--- src/rtl/affine_window_accum.sv ---
// Windowed accumulator behind the 8-bit affine datapath: sums N accepted samples
// and holds each window sum on a valid/ready output until it is consumed.
module affine_window_accum #(
  parameter int WIDTH     = 8,
  parameter int ACC_WIDTH = 16,
  parameter int N         = 4
) (
  input  logic                 CLK,
  input  logic                 ASYNCRESETN,
  input  logic [WIDTH-1:0]     I,
  input  logic                 I_valid,
  output logic                 I_ready,
  input  logic                 CLR,
  output logic [ACC_WIDTH-1:0] O,
  output logic                 O_valid,
  input  logic                 O_ready,
  output logic [7:0]           cnt
);

  typedef enum logic {ACCUM, DONE} state_t;

  state_t               state, state_next;
  logic [ACC_WIDTH-1:0] acc;
  logic [ACC_WIDTH-1:0] sum_next;
  logic [7:0]           cnt_inc;
  logic                 sample_take;
  logic                 window_done;

  // The first sample of a window overwrites acc, so no separate clear cycle is needed.
  assign sum_next = (cnt == 8'd0) ? ACC_WIDTH'(I) : acc + ACC_WIDTH'(I);
  assign cnt_inc  = cnt + 8'd1;

  always_ff @(posedge CLK or negedge ASYNCRESETN) begin
    if (!ASYNCRESETN) begin
      state <= ACCUM;
    end else begin
      // NOTE: clocked state uses non-blocking assignments so every register
      // samples pre-edge values regardless of statement order.
      state <= state_next;
    end
  end

  always_comb begin
    // NOTE: every output gets a default first so no path leaves it unassigned
    // and infers a latch.
    state_next  = state;
    I_ready     = 1'b0;
    O_valid     = 1'b0;
    sample_take = 1'b0;
    window_done = 1'b0;
    case (state)
      ACCUM: begin
        // Held low during reset so upstream never sees a ready it cannot use.
        I_ready     = ASYNCRESETN;
        sample_take = I_valid && !CLR;
        window_done = sample_take && (cnt_inc == 8'(N));
        if (window_done) state_next = DONE;
      end
      DONE: begin
        O_valid = 1'b1;
        if (O_ready) state_next = ACCUM;
      end
      default: state_next = ACCUM;
    endcase
  end

  always_ff @(posedge CLK or negedge ASYNCRESETN) begin
    if (!ASYNCRESETN) begin
      acc <= '0;
      cnt <= '0;
      O   <= '0;
    end else if (state == ACCUM) begin
      // CLR wins over a coincident sample; DONE ignores CLR so a finished window survives.
      if (CLR) begin
        acc <= '0;
        cnt <= '0;
      end else if (sample_take) begin
        acc <= sum_next;
        if (window_done) begin
          O   <= sum_next;
          cnt <= '0;
        end else begin
          cnt <= cnt_inc;
        end
      end
    end
  end

endmodule
--- config.mk ---
export PLATFORM = sky130hd
export DESIGN_NAME = affine_window_accum
export DESIGN_NICKNAME = d
export VERILOG_FILES = /design/src/rtl/affine_window_accum.sv
export SDC_FILE = /design/constraint.sdc
export NUM_CORES = 1
export LEC_CHECK = 0
export ABC_CLOCK_PERIOD_IN_PS = 6400
export CORE_MARGIN = 3
export CORE_UTILIZATION = 45
export CTS_CLUSTER_SIZE = 12
export DETAILED_ROUTE_END_ITERATION = 10
export GPL_TIMING_DRIVEN = 0
export PLACE_DENSITY = 0.68
export REMOVE_ABC_BUFFERS = 1
export SYNTH_ARGS = -nofsm -noshare
export SYNTH_HDL_FRONTEND = slang
export SYNTH_SLANG_ARGS = --single-unit
--- constraint.sdc ---
create_clock -name CLK -period 6.4 [get_ports CLK]
set_input_delay 1.28 -clock CLK [delete_from_list [all_inputs] [get_ports CLK]]
set_output_delay 1.28 -clock CLK [all_outputs]
set_load 0.05 [all_outputs]
# Yosys cells after proc, flatten, opt, wreduce, memory -nomap -nowiden
# Cells that the tools add are included.
classes:
  n_addsub: 2
  eq_ne: 1
  shift: 0
  order_cmp: 0
  n_mul: 0
  mux: 13
  n_bitwise: 2
  n_div: 0
  n_reduce_logical: 7
ops:
  columns: ["op", "count"]
  rows:
  - ["$mux W16", 3]
  - ["$mux W8", 3]
  - ["$add A16 B8 Y16", 1]
  - ["$add A8 B1 Y8 const B", 1]
  - ["$eq A8 B3 Y1 const B", 1]
  - ["$logic_not A8 Y1", 1]
  - ["$mux W1", 6]
  - ["$reduce_and A4 Y1", 1]
  - ["$logic_and A1 B1 Y1", 2]
  - ["$not A1 Y1", 2]
  - ["$pmux W1 S2", 1]
  - ["$reduce_and A2 Y1", 1]
  - ["$reduce_bool A2 Y1", 1]
  - ["$logic_not A1 Y1", 1]
word_totals:
  mem_bits_rw: 0
  rom_bits: 0
  mem_count: 0
  output_inout_bits: 26
  input_bits: 13
  wordCells: 29
  latchBits: 0
  register_bits: 41

# Longest topological paths before layout
depth:
  ltp_word: 7
  mapped_depth: 8

# Worst setup path after synthesis
# Ideal clock, no wire load.
synth_timing:
  kind: "input to output"
  start: "input ASYNCRESETN"
  end: "output I_ready"
  path_slack_ns: 3.133
  path_stages: 1
  arrival_ns: 1.987
  required_ns: 5.120
  path_cell_list: "nor2b_1"
synth_between:
  elab_chain_len: 1
synth_lines:
  columns: ["element", "line_no", "rtl"]
  rows:
  - ["start, declared", "9", "input logic ASYNCRESETN,"]
  - ["$mux W1", "51", "case (state)"]
  - ["end, declared", "12", "output logic I_ready,"]
# Every way passes these cells.

# Worst setup path in the final report
# Ends and elaborated chain as after synthesis.

==> key figures <==
Outcome
  • Status: complete, no violations

Power and ir drop
  • Design Power: 0.682 mW
  • Max IR drop VDD: about 0.10 mV
  • Pwr Density: between 200 and 250 nW/um2
  • Pleak: about 1.3 nW

Min path
  • Hold Crit Class: flip-flop to flip-flop
  • Hold_sp: O[2]$_DFFE_PN0P_
  • Hold path endpoint: O[2]$_DFFE_PN0P_
  • Hold path depth: 2

Drt
  • DRT antenna net count: 0
  • Drt first-iter violations: between 80 and 90
  • DRC viols: 0
  • Drt wl/cell: roughly 15 um
  • Final wirelength: 5290 um
  • Via/cell ratio: 5.51
  • DR vias: about 2000
  • DRT Pass-1 Iters: 4

Clocking
  • Sink Count: around 40
  • CTS tree: built
  • Clk_lat worst skew: 290 ps
  • CTS buffer count: 5
  • CTS H-tree depth: 2
  • Clk slew on worst S/H paths: ~80 ps
  • Cts repair resizes: 0
  • Cts hold-fix bufs: 0
  • Post-CTS Setup Inserts: 0
  • Root buf cell: clkbuf_8
  • Max Root-Sink Buffers: 2

GRT
  • Initial antenna violation count: 0
  • Vias in the first global route: 2014
  • Gr ovfl total: 0
  • Grt peak-use layer: met2
  • Met2 usage: 0.306
  • GRT met3 Usage: 0.0408
  • M1 GR Usage: 0.249
  • First-pass GRT wire length: 9320 um
  • Gr usage total: 0.184
  • Largest net degree at the start of global routing: 30

Worst setup path
  • Data arrival time of the critical path: about 2800 ps
  • Worst path required time: between 5000 and 6000 ps
  • Reg2Reg Setup Slack: between 3000 and 4000 ps
  • Crit path launch type: primary input
  • Worst Setup End Kind: primary output
  • RR Endpoint: O[10]$_DFFE_PN0P_
  • Crit path max fanout: 29
  • WS Path Type: primary input to primary output
  • Register-to-Register Path Depth: 5
  • FF-to-FF Start: state$_DFF_PN0_

Timing
  • Max Slew Vio Count: 0
  • Highest Clock Rate: ~240 MHz
  • Worst slew pin tran: around 1100 ps
  • Slew headroom: 0.269
  • Final Cycle Share: 0.640
  • Final-report setup violation count: 0
  • Min cycle time layout: ~4000 ps
  • Post-Route Skew: 6.87 ps
  • RSZ-0062 raised after global routing: no
  • Final Hold Viols: 0
  • Setup_tns: 0 ps

Run
  • Max-Cap Viols: 0

Logic synthesis
  • Synthesized area: between 2000 and 2500 um2
  • Top cells by area, synth: dfrtp_1, o21ai_0, nand2_1
  • Yosys reg bits: 41
  • Yosys warns: 0
  • Cell with the most instances after synthesis: dfrtp_1
  • Yosys top cell by area: dfrtp_1
  • Top post-synthesis cells by count: dfrtp_1, nand2_1, o21ai_0
  • Post-Syn Instances: between 200 and 300
  • Ys async rst share: 1.00
  • Post-synth EDFFs: 0
  • Synth top area share: 0.428
  • Library cells used by synthesis: 47
  • Sequential area share after synthesis: 0.428
  • Synth Area per Inst: 9.30 um2
  • Top FF cell, synth: dfrtp_1

Floorplan
  • IO Pins: 39
  • Die area: ~6200 um2
  • Row cnt: 25
  • Die Span Y: between 70 and 80 um
  • Initial core utilization: 0.486
  • Die width: between 70 and 80 um
  • Core ar.: slightly below 5000 um2

Layout
  • Multi-input gate area: approximately 1300 um2
  • N_diodes: 0
  • Final net count: between 300 and 400
  • P&R area growth vs syn: 22.7%
  • Fill cells: between 400 and 500
  • FF+latch area: approximately 1000 um2
  • Layout cell share with drive strength beyond 1: 0.0610
  • Post-Layout Cell Count: between 300 and 400

Placed design
  • I/O Buffers: 38
  • Placed Cells: 355
  • RD Place Congestion: between 0.8 and 0.9
  • DP HPWL: 3770 um
[kinds of logic (layout without fill, tap and decap cells)]
family	after synthesis	after routing	synth area share
AOI/OAI and AO/OA	85	85	0.218
and+or+nand+nor	74	74	0.162
DFF	41	41	0.428
buffers and inverters	23	60	0.0391
xor gates and xnor gates	15	15	0.0547
adders and majority gates	11	11	0.0605
muxes	9	9	0.0386
[flip-flops by register name, summed over array words and instances, names as in the netlist]
register,count
cnt,8
O,16
state,1
acc,16
[layout by cell type (no fill, tap or decap), types with 5 or more instances in the layout]
cell,n
dfrtp_1,41
clkdlybuf4s50_1,37
nand2_1,34
o21ai_0,32
inv_1,14
a21oi_1,12
nor2_1,10
ha_1,10
xnor2_1,9
nand3_1,7
mux2i_1,7
xor2_1,6
o22ai_1,6
o31ai_1,6
clkbuf_8,5
[layer usage]
layer | routed length, um | vias up
met5 | 0 | -
met3 | 213 | 4
met4 | 42 | 0
met2 | 2450 | 47
li1 | - | 996
met1 | 2590 | 948
[per-stage QoR]
step | setup WS (ps) | hold WS (ps) | area [um2] | util
3_3_place_gp | 912 | 461 | 2820 | 0.571
5_1_grt | 2180 | 513 | 2950 | 0.596
6_report | 2300 | 481 | 2950 | 0.596
4_1_cts | 2270 | 487 | 2950 | 0.596
3_5_place_dp | 2280 | 470 | 2840 | 0.575
2_1_floorplan | 3130 | 454 | 2360 | -
[report_power, final]
| part | internal [mW] | leakage (nW) | switching [mW] |
|---|---|---|---|
| Sequential | 0.276 | 0.559 | 0.0119 |
| Clock | 0.113 | 0.0540 | 0.0890 |
| Combinational | 0.0695 | 0.654 | 0.122 |
| Total | 0.459 | 1.27 | 0.223 |
[area by class of cell]
type,count,share of cell area
sequential,41,0.348
clock buffer,5,0.0234
tap,67,0.0285
multi-input combinational,194,0.436
clock inverter,2,0.0119
inverter,14,0.0178
timing repair buffer,39,0.134
[how the worst max path moves through the flow]
stage / from / to / slack (ps) / depth (start not counted)
after CTS: ASYNCRESETN / I_ready / 2270 / 4
after global routing: ASYNCRESETN / I_ready / 2180 / 4
after detailed placement: ASYNCRESETN / I_ready / 2280 / 4
final: ASYNCRESETN / I_ready / 2300 / 4
after floorplan: ASYNCRESETN / I_ready / 3130 / 1
after global placement: ASYNCRESETN / I_ready / 910 / 3
[critical path: stages]
cell	delay, ps
buf_2	300
buf_12	240
nor2b_1	160
clkdlybuf4s50_1	810
No activity file was read; power rests on OpenSTA's default activity.
